## config.mk

```make
export PLATFORM = sky130hd
export DESIGN_NAME = seg_scan
export DESIGN_NICKNAME = d
export VERILOG_FILES = /design/src/rtl/seg_scan.sv
export SDC_FILE = /design/constraint.sdc
export NUM_CORES = 1
export LEC_CHECK = 0
export CORE_ASPECT_RATIO = 1.2
export CORE_UTILIZATION = 45
export CTS_CLUSTER_SIZE = 25
export DETAILED_ROUTE_END_ITERATION = 12
export MAX_ROUTING_LAYER = met4
export PLACE_DENSITY = 0.69
export SETUP_SLACK_MARGIN = 0.5
export SLEW_MARGIN = 15
export SYNTH_ARGS = -nofsm -noshare
export SYNTH_HDL_FRONTEND = slang
export SYNTH_SLANG_ARGS = --single-unit
export TNS_END_PERCENT = 1
```

## constraint.sdc

```tcl
create_clock -name clk -period 1.6 [get_ports clk]
set_input_delay 0.48 -clock clk [delete_from_list [all_inputs] [get_ports clk]]
set_output_delay 0.48 -clock clk [all_outputs]
set_load 0.05 [all_outputs]
```

## src/rtl/seg_scan.sv

```systemverilog
// seg_scan: 4-digit common-anode display scanner with frame-synchronous word latching.
// Optional blink gating is compiled in with `define SEG_SCAN_BLINK_EN.
module seg_scan #(
  parameter int DIGIT_CYCLES = 100000,
  parameter int BLANK_CYCLES = 1000,
  parameter int BLINK_FRAMES = 250
) (
  input  logic        clk,
  input  logic        rst,
  input  logic [31:0] seg_word,
  input  logic        load,
  input  logic        blink,
  output logic [3:0]  an,
  output logic [7:0]  seg,
  output logic        load_ack,
  output logic        frame_start
);

  localparam int CW = (DIGIT_CYCLES > 2) ? $clog2(DIGIT_CYCLES) : 1;
  localparam logic [CW-1:0] SLOT_LAST = CW'(DIGIT_CYCLES - 1);
  localparam logic [CW-1:0] BLANK_LIM = CW'(BLANK_CYCLES);

  logic [CW-1:0] slot_cnt;
  logic [1:0]    digit;
  logic [31:0]   shadow;
  logic [31:0]   active;
  logic          pending;
  logic          boundary;
  logic          capture;
  logic          lit;

  assign boundary = (slot_cnt == SLOT_LAST) && (digit == 2'd0);
  // A load in the boundary cycle itself is taken directly, bypassing shadow.
  assign capture  = boundary && (pending || load);

  always_ff @(posedge clk) begin
    if (rst) begin
      slot_cnt    <= '0;
      digit       <= 2'd3;
      shadow      <= 32'hFFFF_FFFF;
      active      <= 32'hFFFF_FFFF;
      pending     <= 1'b0;
      load_ack    <= 1'b0;
      frame_start <= 1'b0;
      an          <= 4'b1111;
      seg         <= 8'hFF;
    end else begin
      if (slot_cnt == SLOT_LAST) begin
        slot_cnt <= '0;
        digit    <= digit - 2'd1;
      end else begin
        slot_cnt <= slot_cnt + 1'b1;
      end

      if (load) shadow <= seg_word;

      if (capture) begin
        active  <= load ? seg_word : shadow;
        pending <= 1'b0;
      end else if (load) begin
        pending <= 1'b1;
      end

      load_ack    <= capture;
      frame_start <= (digit == 2'd3) && (slot_cnt == '0);

      // Registered from the current counter state, so outputs trail it by one cycle.
      if ((slot_cnt < BLANK_LIM) || !lit) begin
        an  <= 4'b1111;
        seg <= 8'hFF;
      end else begin
        an  <= ~(4'b0001 << digit);
        seg <= active[8*digit +: 8];
      end
    end
  end

`ifdef SEG_SCAN_BLINK_EN
  localparam int BW = (BLINK_FRAMES > 1) ? $clog2(BLINK_FRAMES) : 1;
  localparam logic [BW-1:0] FRAME_LAST = BW'(BLINK_FRAMES - 1);

  logic [BW-1:0] frame_cnt;
  logic          phase;

  // phase flips at frame boundaries only, so off periods cover whole frames.
  always_ff @(posedge clk) begin
    if (rst || !blink) begin
      frame_cnt <= '0;
      phase     <= 1'b1;
    end else if (boundary) begin
      if (frame_cnt == FRAME_LAST) begin
        frame_cnt <= '0;
        phase     <= ~phase;
      end else begin
        frame_cnt <= frame_cnt + 1'b1;
      end
    end
  end

  assign lit = phase;
`else
  logic unused_blink;
  assign unused_blink = blink;
  assign lit          = 1'b1;
`endif

endmodule

```

==> reports/summary.log, run 1 <==
qor: run_status.outcome finished with violations
qor: run_status.violated_checks setup timing
qor: clock_tree.cts_hold_buffers 0
qor: sta.hold-worst-slack 427 ps
qor: yosys.yosys_warnings 0
qor: route.detailroute.via_count 2781
qor: hold_path.timing.hold.worst.start load
qor: global_routing.via_count_of_the_first_global_routing_pass 2852
qor: placed_design.routabilityCongestion 0.855
qor: route.drt-pass1-iter-count 4
qor: sta.setup_viol 33
qor: clock_tree.tritoncts_num_sinks 98
qor: critical_path.worstSetupStartpointType flop
qor: clock_tree.clock_path_buffers 2
qor: critical_path.timing.setup.critical_path_class reg -> reg
qor: floorplanning.ioPinCount 50
qor: cells_and_area.layout_area_overhead 31.7%
qor: cells_and_area.layout.nets 488
qor: clock_tree.cts.root.buffer_cell sky130_fd_sc_hd__clkbuf_8
qor: critical_path.crit_fanout 17
qor: clock_tree.tritoncts_clock_tree done
qor: yosys.syn_area 4120 sq um
qor: placed_design.placement.cell_area 5150 sq um
qor: yosys.ys.flop_type sky130_fd_sc_hd__dfxtp_1
qor: pwr.power_leakage 2.20 nW
qor: clock_tree.clkSlewWorstSetupHoldPaths 90 ps
qor: floorplanning.die_area 9550 sq um
qor: yosys.synth.ff_latch_count 98
qor: global_routing.overall_routing_resource_usage 19.7%
qor: yosys.synth_area_leader_cell sky130_fd_sc_hd__dfxtp_1
qor: hold_path.worstHoldEndpoint pending
qor: yosys.synth-async-reset-ratio 0%
qor: cells_and_area.final_layout_size_suffix_gt1_share 38.8%
qor: floorplanning.design.core.area 8750 sq um
qor: global_routing.globalRouteOverflowTotal 0
qor: sta.report.final.hold_viol_count 0
qor: cells_and_area.final_instance_area 5430 sq um
qor: route.drtAntennaViolNets 0
qor: pwr.power.density 829 nW/um^2
qor: clock_tree.htreeDepth 3
qor: floorplanning.rows 37
qor: critical_path.r2r.worst_path.cells 5
qor: hold_path.hold_class in -> reg
qor: critical_path.required 1860 ps
qor: yosys.synth-seq-area-share 47.6%
qor: pwr.peakVddDrop 476 uV
qor: route.detail_route.drc_violations 0
qor: clock_tree.cts-buffers-inserted 9
qor: global_routing.antenna_found_initial 1
qor: floorplanning.floorplan.die.width 89.4 microns
qor: yosys.syn_inst 367
qor: floorplanning.chip_height 107 microns
qor: global_routing.grt_pass1_wl 13700 microns
qor: critical_path.crit-reg2reg-launch slot_cnt[11]
qor: critical_path.worstSetupEndpointType flop
qor: sta.worst_clock_skew 7.51 ps
qor: placed_design.placement.setup.worst_slack -182 ps
qor: placed_design.placement.io_buffers 48
qor: sta.final.period_utilization 107%
qor: sta.final.min_clock_period 1720 ps
qor: floorplanning.start_util 47.1%
qor: route.first_iter_violations 87
qor: hold_path.min_path_cells 3
qor: global_routing.grt_max_degree 35
qor: clock_tree.clk-insertion-delay-late 370 ps
qor: run.max_cap_violations 0
qor: yosys.synth_largest_type_area_fraction 47.6%
qor: sta.fin_ws -115 ps
qor: yosys.post_synth_main_area_contributors sky130_fd_sc_hd__dfxtp_1, sky130_fd_sc_hd__mux2_4, sky130_fd_sc_hd__a211o_1, sky130_fd_sc_hd__nor2b_1, sky130_fd_sc_hd__or2_2
qor: cells_and_area.mostFrequentLayoutCells sky130_fd_sc_hd__dfxtp_1, sky130_fd_sc_hd__buf_4, sky130_fd_sc_hd__nor2b_1
qor: sta.max_freq 0.583 GHz
qor: sta.rsz_0062_raised_after_global_routing true
qor: route.routed_via_density 4.89
qor: sta.max_slew_margin 75.0%
qor: pwr.fin_total_pwr 4.50 mW
qor: critical_path.rr_endpoint active[23]
qor: cells_and_area.layout_commonest_cell sky130_fd_sc_hd__dfxtp_1
qor: critical_path.worst_ep_arrival_time 1970 ps
qor: sta.worstMarginPinSlew 372 ps
qor: placed_design.hpwlAfterDp 5810 microns
qor: sta.tns -3290 ps
qor: route.per_cell_routed_wire_length 14.4 microns
qor: sta.finalMaxSlewViolations 0
qor: yosys.ys_types 40
qor: yosys.syn_area_per_cell 11.2 sq um
qor: critical_path.setup.reg_to_reg.worst_slack -120 ps
qor: yosys.synth-edff-count 0
qor: route.routed_wirelength 8190 microns
qor: yosys.mappedNetlistNets 409
[synth_stat cells, types with 3 or more instances]
library cell               count
sky130_fd_sc_hd__dfxtp_1      98
sky130_fd_sc_hd__nor2b_1      33
sky130_fd_sc_hd__a211o_1      32
sky130_fd_sc_hd__or2_2        32
sky130_fd_sc_hd__mux2_4       29
sky130_fd_sc_hd__nor2_1       26
sky130_fd_sc_hd__clkbuf_1     15
sky130_fd_sc_hd__xnor2_1      12
sky130_fd_sc_hd__nand2_1      10
sky130_fd_sc_hd__inv_1         8
sky130_fd_sc_hd__mux4_2        8
sky130_fd_sc_hd__nand2b_1      8
sky130_fd_sc_hd__nor3_1        7
sky130_fd_sc_hd__ha_1          6
sky130_fd_sc_hd__nand4_1       5
sky130_fd_sc_hd__nand3_1       4
sky130_fd_sc_hd__nor4_1        4
sky130_fd_sc_hd__buf_6         3
sky130_fd_sc_hd__mux2_2        3
[cells by family (layout without fill, tap and decap cells)]
logic type	Yosys count	in the layout	synth area share, %
adder cells (fa/ha/maj)	6	6	1.82
other	0	1	0
XOR/XNOR	14	14	2.97
multiplexers	41	41	16.0
AO/OA/AOI/OAI	37	37	7.68
AND/OR/NAND/NOR	141	141	20.5
flip-flops	98	98	47.6
buffers and inverters	30	114	3.43
[what timing repair did]
action	4_1_cts	5_1_grt
buffers inserted	1	0
endpoints found under the setup margin	79	80
pin swaps	4	3
resized for setup	21	5
[worst max path at each step]
| stage | cells past startpoint | end | startpoint | slack, ps |
|---|---|---|---|---|
| after detailed placement | 6 | slot_cnt[9] | slot_cnt[14] | -180 |
| after floorplan | 5 | active[10] | slot_cnt[14] | -130 |
| after global routing | 5 | active[23] | slot_cnt[11] | -220 |
| after CTS | 5 | active[23] | slot_cnt[11] | -140 |
| after global placement | 6 | slot_cnt[9] | slot_cnt[14] | -150 |
| final | 5 | active[23] | slot_cnt[11] | -120 |
[flip-flops by register name, summed over array words and instances (netlist names)]
name and cells:
frame_start 1, slot_cnt 17, load_ack 1, pending 1, active 32, shadow 32
digit 2, seg 8, an 4
[layer usage]
| metal | up-vias | share of wire (%) | GRT usage, % |
|---|---|---|---|
| met5 | - | 0 | - |
| met4 | 0 | 1.6 | 7.26 |
| met3 | 13 | 3.3 | 4.77 |
| met2 | 44 | 50 | 31.9 |
| met1 | 1304 | 45 | 23.6 |
| li1 | 1420 | - | - |
[through the flow]
| step | utilization (%) | std cells |
|---|---|---|
| after floorplan | - | 367 |
| after detailed placement | 58.9 | 551 |
| after global routing | 62.0 | 569 |
| final | 62.0 | 569 |
| after CTS | 61.8 | 568 |
| after global placement | 58.9 | 551 |
[where the power goes]
part | leakage [nW] | internal, mW | switching (mW) | total, mW
Clock | 0.103 | 0.768 | 0.855 | 1.62
Sequential | 0.798 | 2.50 | 0.0155 | 2.52
Combinational | 1.30 | 0.205 | 0.153 | 0.358
[final cells by class]
class | instances | area (sq um)
Inverter | 8 | 30.0
Sequential cell | 98 | 1980
Multi-Input combinational cell | 239 | 2060
Antenna cell | 1 | 2.50
Timing Repair Buffer | 90 | 1010
Clock buffer | 10 | 138
Fill cell | 697 | 3320
Clock inverter | 6 | 65.1
Tap cell | 117 | 146
[worst max-delay path: stages (launching register included)]
cell	delay, ps
sky130_fd_sc_hd__dfxtp_2	340
sky130_fd_sc_hd__nor4_4	300
sky130_fd_sc_hd__nor4b_4	320
sky130_fd_sc_hd__nand3_4	150
sky130_fd_sc_hd__buf_12	190
sky130_fd_sc_hd__mux2_4	300
Note: power is estimated with default switching activity, not from simulation.
==> inputs of run 2 (changes only) <==
==> constraint.sdc (replaced) <==
create_clock -name clk -period 1.6 [get_ports clk]
set_input_delay 0.48 -clock clk [delete_from_list [all_inputs] [get_ports clk]]
set_output_delay 0.48 -clock clk [all_outputs]
set_load 0.005 [all_outputs]
==> run 2 against run 1 <==
Compared with the run above:
- the flow still finishes with violations (setup timing)
- critical path depth unchanged
- sequential cell count unchanged
- combinational power decreased by 5%
- worst setup slack improved by 12 ps
- critical endpoint is now active[30]
==> reports/summary.log, run 2 (synthesized netlist as in run 1, its figures left out) <==
qor: route.detailroute.via_count 2824 [+1.5%]
qor: hold_path.hold_class in -> reg
qor: global_routing.antenna_found_initial 0 [-1]
qor: cells_and_area.layout.core_utilization 59.6% [-2.4 points]
qor: global_routing.grt_max_degree 35 [unchanged]
qor: floorplanning.design.core.area 8750 sq um [unchanged]
qor: cells_and_area.sequential_cell_area 1970 sq um [-0.44%]
qor: critical_path.worstSetupEndpointType flop
qor: cells_and_area.multi_input_comb_area 2090 sq um [+1.8%]
qor: critical_path.crit_fanout 16 [-1]
qor: global_routing.grt_pass1_wl 13500 microns [-1.9%]
qor: pwr.power.density 807 nW/um^2 [-2.7%]
qor: sta.fin_ws -104 ps [+11.7 ps]
qor: global_routing.via_count_of_the_first_global_routing_pass 2847 [-0.18%]
qor: route.first_iter_violations 86 [-1.1%]
qor: cells_and_area.layout.nets 489 [+0.20%]
qor: critical_path.timing.setup.critical_path_class reg -> reg
qor: sta.rsz_0062_raised_after_global_routing true
qor: route.drt-pass1-iter-count 4 [unchanged]
qor: floorplanning.rows 37 [unchanged]
qor: cells_and_area.fin_cells 568 [-0.18%]
qor: cells_and_area.final_instance_area 5220 sq um [-3.9%]
qor: pwr.power_leakage 2.10 nW [-4.7%]
qor: cells_and_area.mostFrequentLayoutCells sky130_fd_sc_hd__dfxtp_1, sky130_fd_sc_hd__buf_4, sky130_fd_sc_hd__nor2b_1
qor: sta.setup_viol 32 [-3.0%]
qor: sta.worstMarginPinSlew 322 ps [-49.8 ps]
qor: placed_design.placement.cell_area 5010 sq um [-2.7%]
qor: sta.final.min_clock_period 1700 ps [-11.7 ps]
qor: route.drtAntennaViolNets 0 [unchanged]
qor: clock_tree.clk-insertion-delay-late 360 ps [about the same]
qor: critical_path.critical-path-slowest-cell sky130_fd_sc_hd__dfxtp_2
qor: sta.finalMaxSlewViolations 0 [unchanged]
qor: critical_path.required 1840 ps [-20 ps]
qor: sta.max_slew_margin 78.3% [+3.3 points]
qor: route.routed_via_density 4.97 [+1.7%]
qor: cells_and_area.layout_commonest_cell sky130_fd_sc_hd__dfxtp_1
qor: cells_and_area.final_layout_size_suffix_gt1_share 37.3% [-1.6 points]
qor: critical_path.delay_of_the_slowest_cell_on_the_worst_path 340 ps [about the same]
qor: critical_path.worst_ep_arrival_time 1950 ps [-20 ps]
qor: pwr.peakVddDrop 465 uV [-2.1%]
qor: placed_design.placement.io_buffers 48 [unchanged]
qor: floorplanning.die_area 9550 sq um [unchanged]
qor: route.routed_wirelength 8250 microns [+0.72%]
qor: cells_and_area.biggestRegsByFlops active (32), shadow (32), slot_cnt (17)
qor: floorplanning.floorplan.die.width 89.4 microns [unchanged]
qor: cells_and_area.antenna_cells 0 [-1]
qor: clock_tree.tritoncts_num_sinks 98 [unchanged]
qor: clock_tree.cts_hold_buffers 0 [unchanged]
qor: run_status.violated_checks setup timing
qor: sta.report.final.hold_viol_count 0 [unchanged]
qor: sta.max_freq 0.587 GHz [+0.69%]
qor: clock_tree.cts.root.buffer_cell sky130_fd_sc_hd__clkbuf_8
qor: critical_path.worstSetupStartpointType flop
qor: route.per_cell_routed_wire_length 14.5 microns [+0.90%]
qor: placed_design.hpwlAfterDp 5870 microns [+1.1%]
qor: floorplanning.chip_height 107 microns [unchanged]
qor: floorplanning.start_util 47.1% [unchanged]
qor: clock_tree.clock_path_buffers 2 [unchanged]
qor: clock_tree.cts-buffers-inserted 9 [unchanged]
qor: clock_tree.clkSlewWorstSetupHoldPaths 90 ps [about the same]
qor: sta.worst_clock_skew 8.39 ps [+0.879 ps]
qor: run.max_cap_violations 0 [unchanged]
qor: run_status.outcome finished with violations
qor: route.detail_route.drc_violations 0 [unchanged]
qor: critical_path.sequence_of_cells_on_the_critical_path nor4_4 -> nor4b_4 -> nand3_4 -> buf_12 -> mux2_4
qor: placed_design.routabilityCongestion 0.856 [+0.13%]
qor: global_routing.globalRouteOverflowTotal 0 [unchanged]
qor: sta.final.period_utilization 106% [-0.73 points]
qor: clock_tree.htreeDepth 3 [unchanged]
qor: sta.tns -2920 ps [+370 ps]
qor: cells_and_area.layout_area_overhead 26.6%
qor: clock_tree.tritoncts_clock_tree done
qor: global_routing.overall_routing_resource_usage 19.4% [-0.29 points]
qor: pwr.fin_total_pwr 4.21 mW [-6.5%]
qor: placed_design.placedCellCount 551 [unchanged]
qor: floorplanning.ioPinCount 50 [unchanged]
qor: cells_and_area.layout.filler_cells 724 [+3.9%]
run 2: timing repair:
item	4_1_cts	5_1_grt
endpoints found under the setup margin	79	80
buffers inserted	1	1
hold endpoints to repair	0	0
pin swaps	7	5
resized for setup	64	15
run 2: area by class of cell:
class / count / area share, %
well taps: 117 / 2.81
clock inverters: 2 / 0.288
flip-flops and latches: 98 / 37.8
clock buffers: 13 / 2.66
inverters: 8 / 0.575
repair buffers: 91 / 15.8
multi-input cells: 239 / 40.1
run 2: critical path, delay by kind of cell (launching register included):
family / cells / cell delay (ps)
flip-flops: 1 / 340
AND/OR/NAND/NOR: 3 / 750
buffers and inverters: 1 / 190
multiplexers: 1 / 300
run 2: metal layers:
metal | share of wire, % | track usage, % | vias up
met5 | 0 | - | -
met4 | 2.5 | 9.52 | 0
met3 | 2.2 | 2.69 | 15
met2 | 48 | 30.9 | 44
met1 | 47 | 24.0 | 1338
li1 | - | - | 1427
run 2: where the power goes:
group / switching [mW] / total [mW] / internal, mW
clock: 0.790 / 1.35 / 0.560
combinational: 0.144 / 0.340 / 0.196
sequential: 0.0160 / 2.52 / 2.50
total: 0.950 / 4.21 / 3.26
run 2: worst paths after layout:
kind	from	endpoint	slack [ps]	cells past startpoint
max	slot_cnt[11]	active[30]	-100	5
min	load	pending	440	3
max reg2reg	slot_cnt[11]	active[30]	-100	5
min reg2reg	pending	pending	540	2
run 2: metrics by stage:
step | setup WS (ps) | hold slack, ps
6_report | -104 | 444
5_1_grt | -182 | 455
4_1_cts | -117 | 446
3_5_place_dp | -156 | 536
3_3_place_gp | -137 | 517
2_1_floorplan | -134 | 441
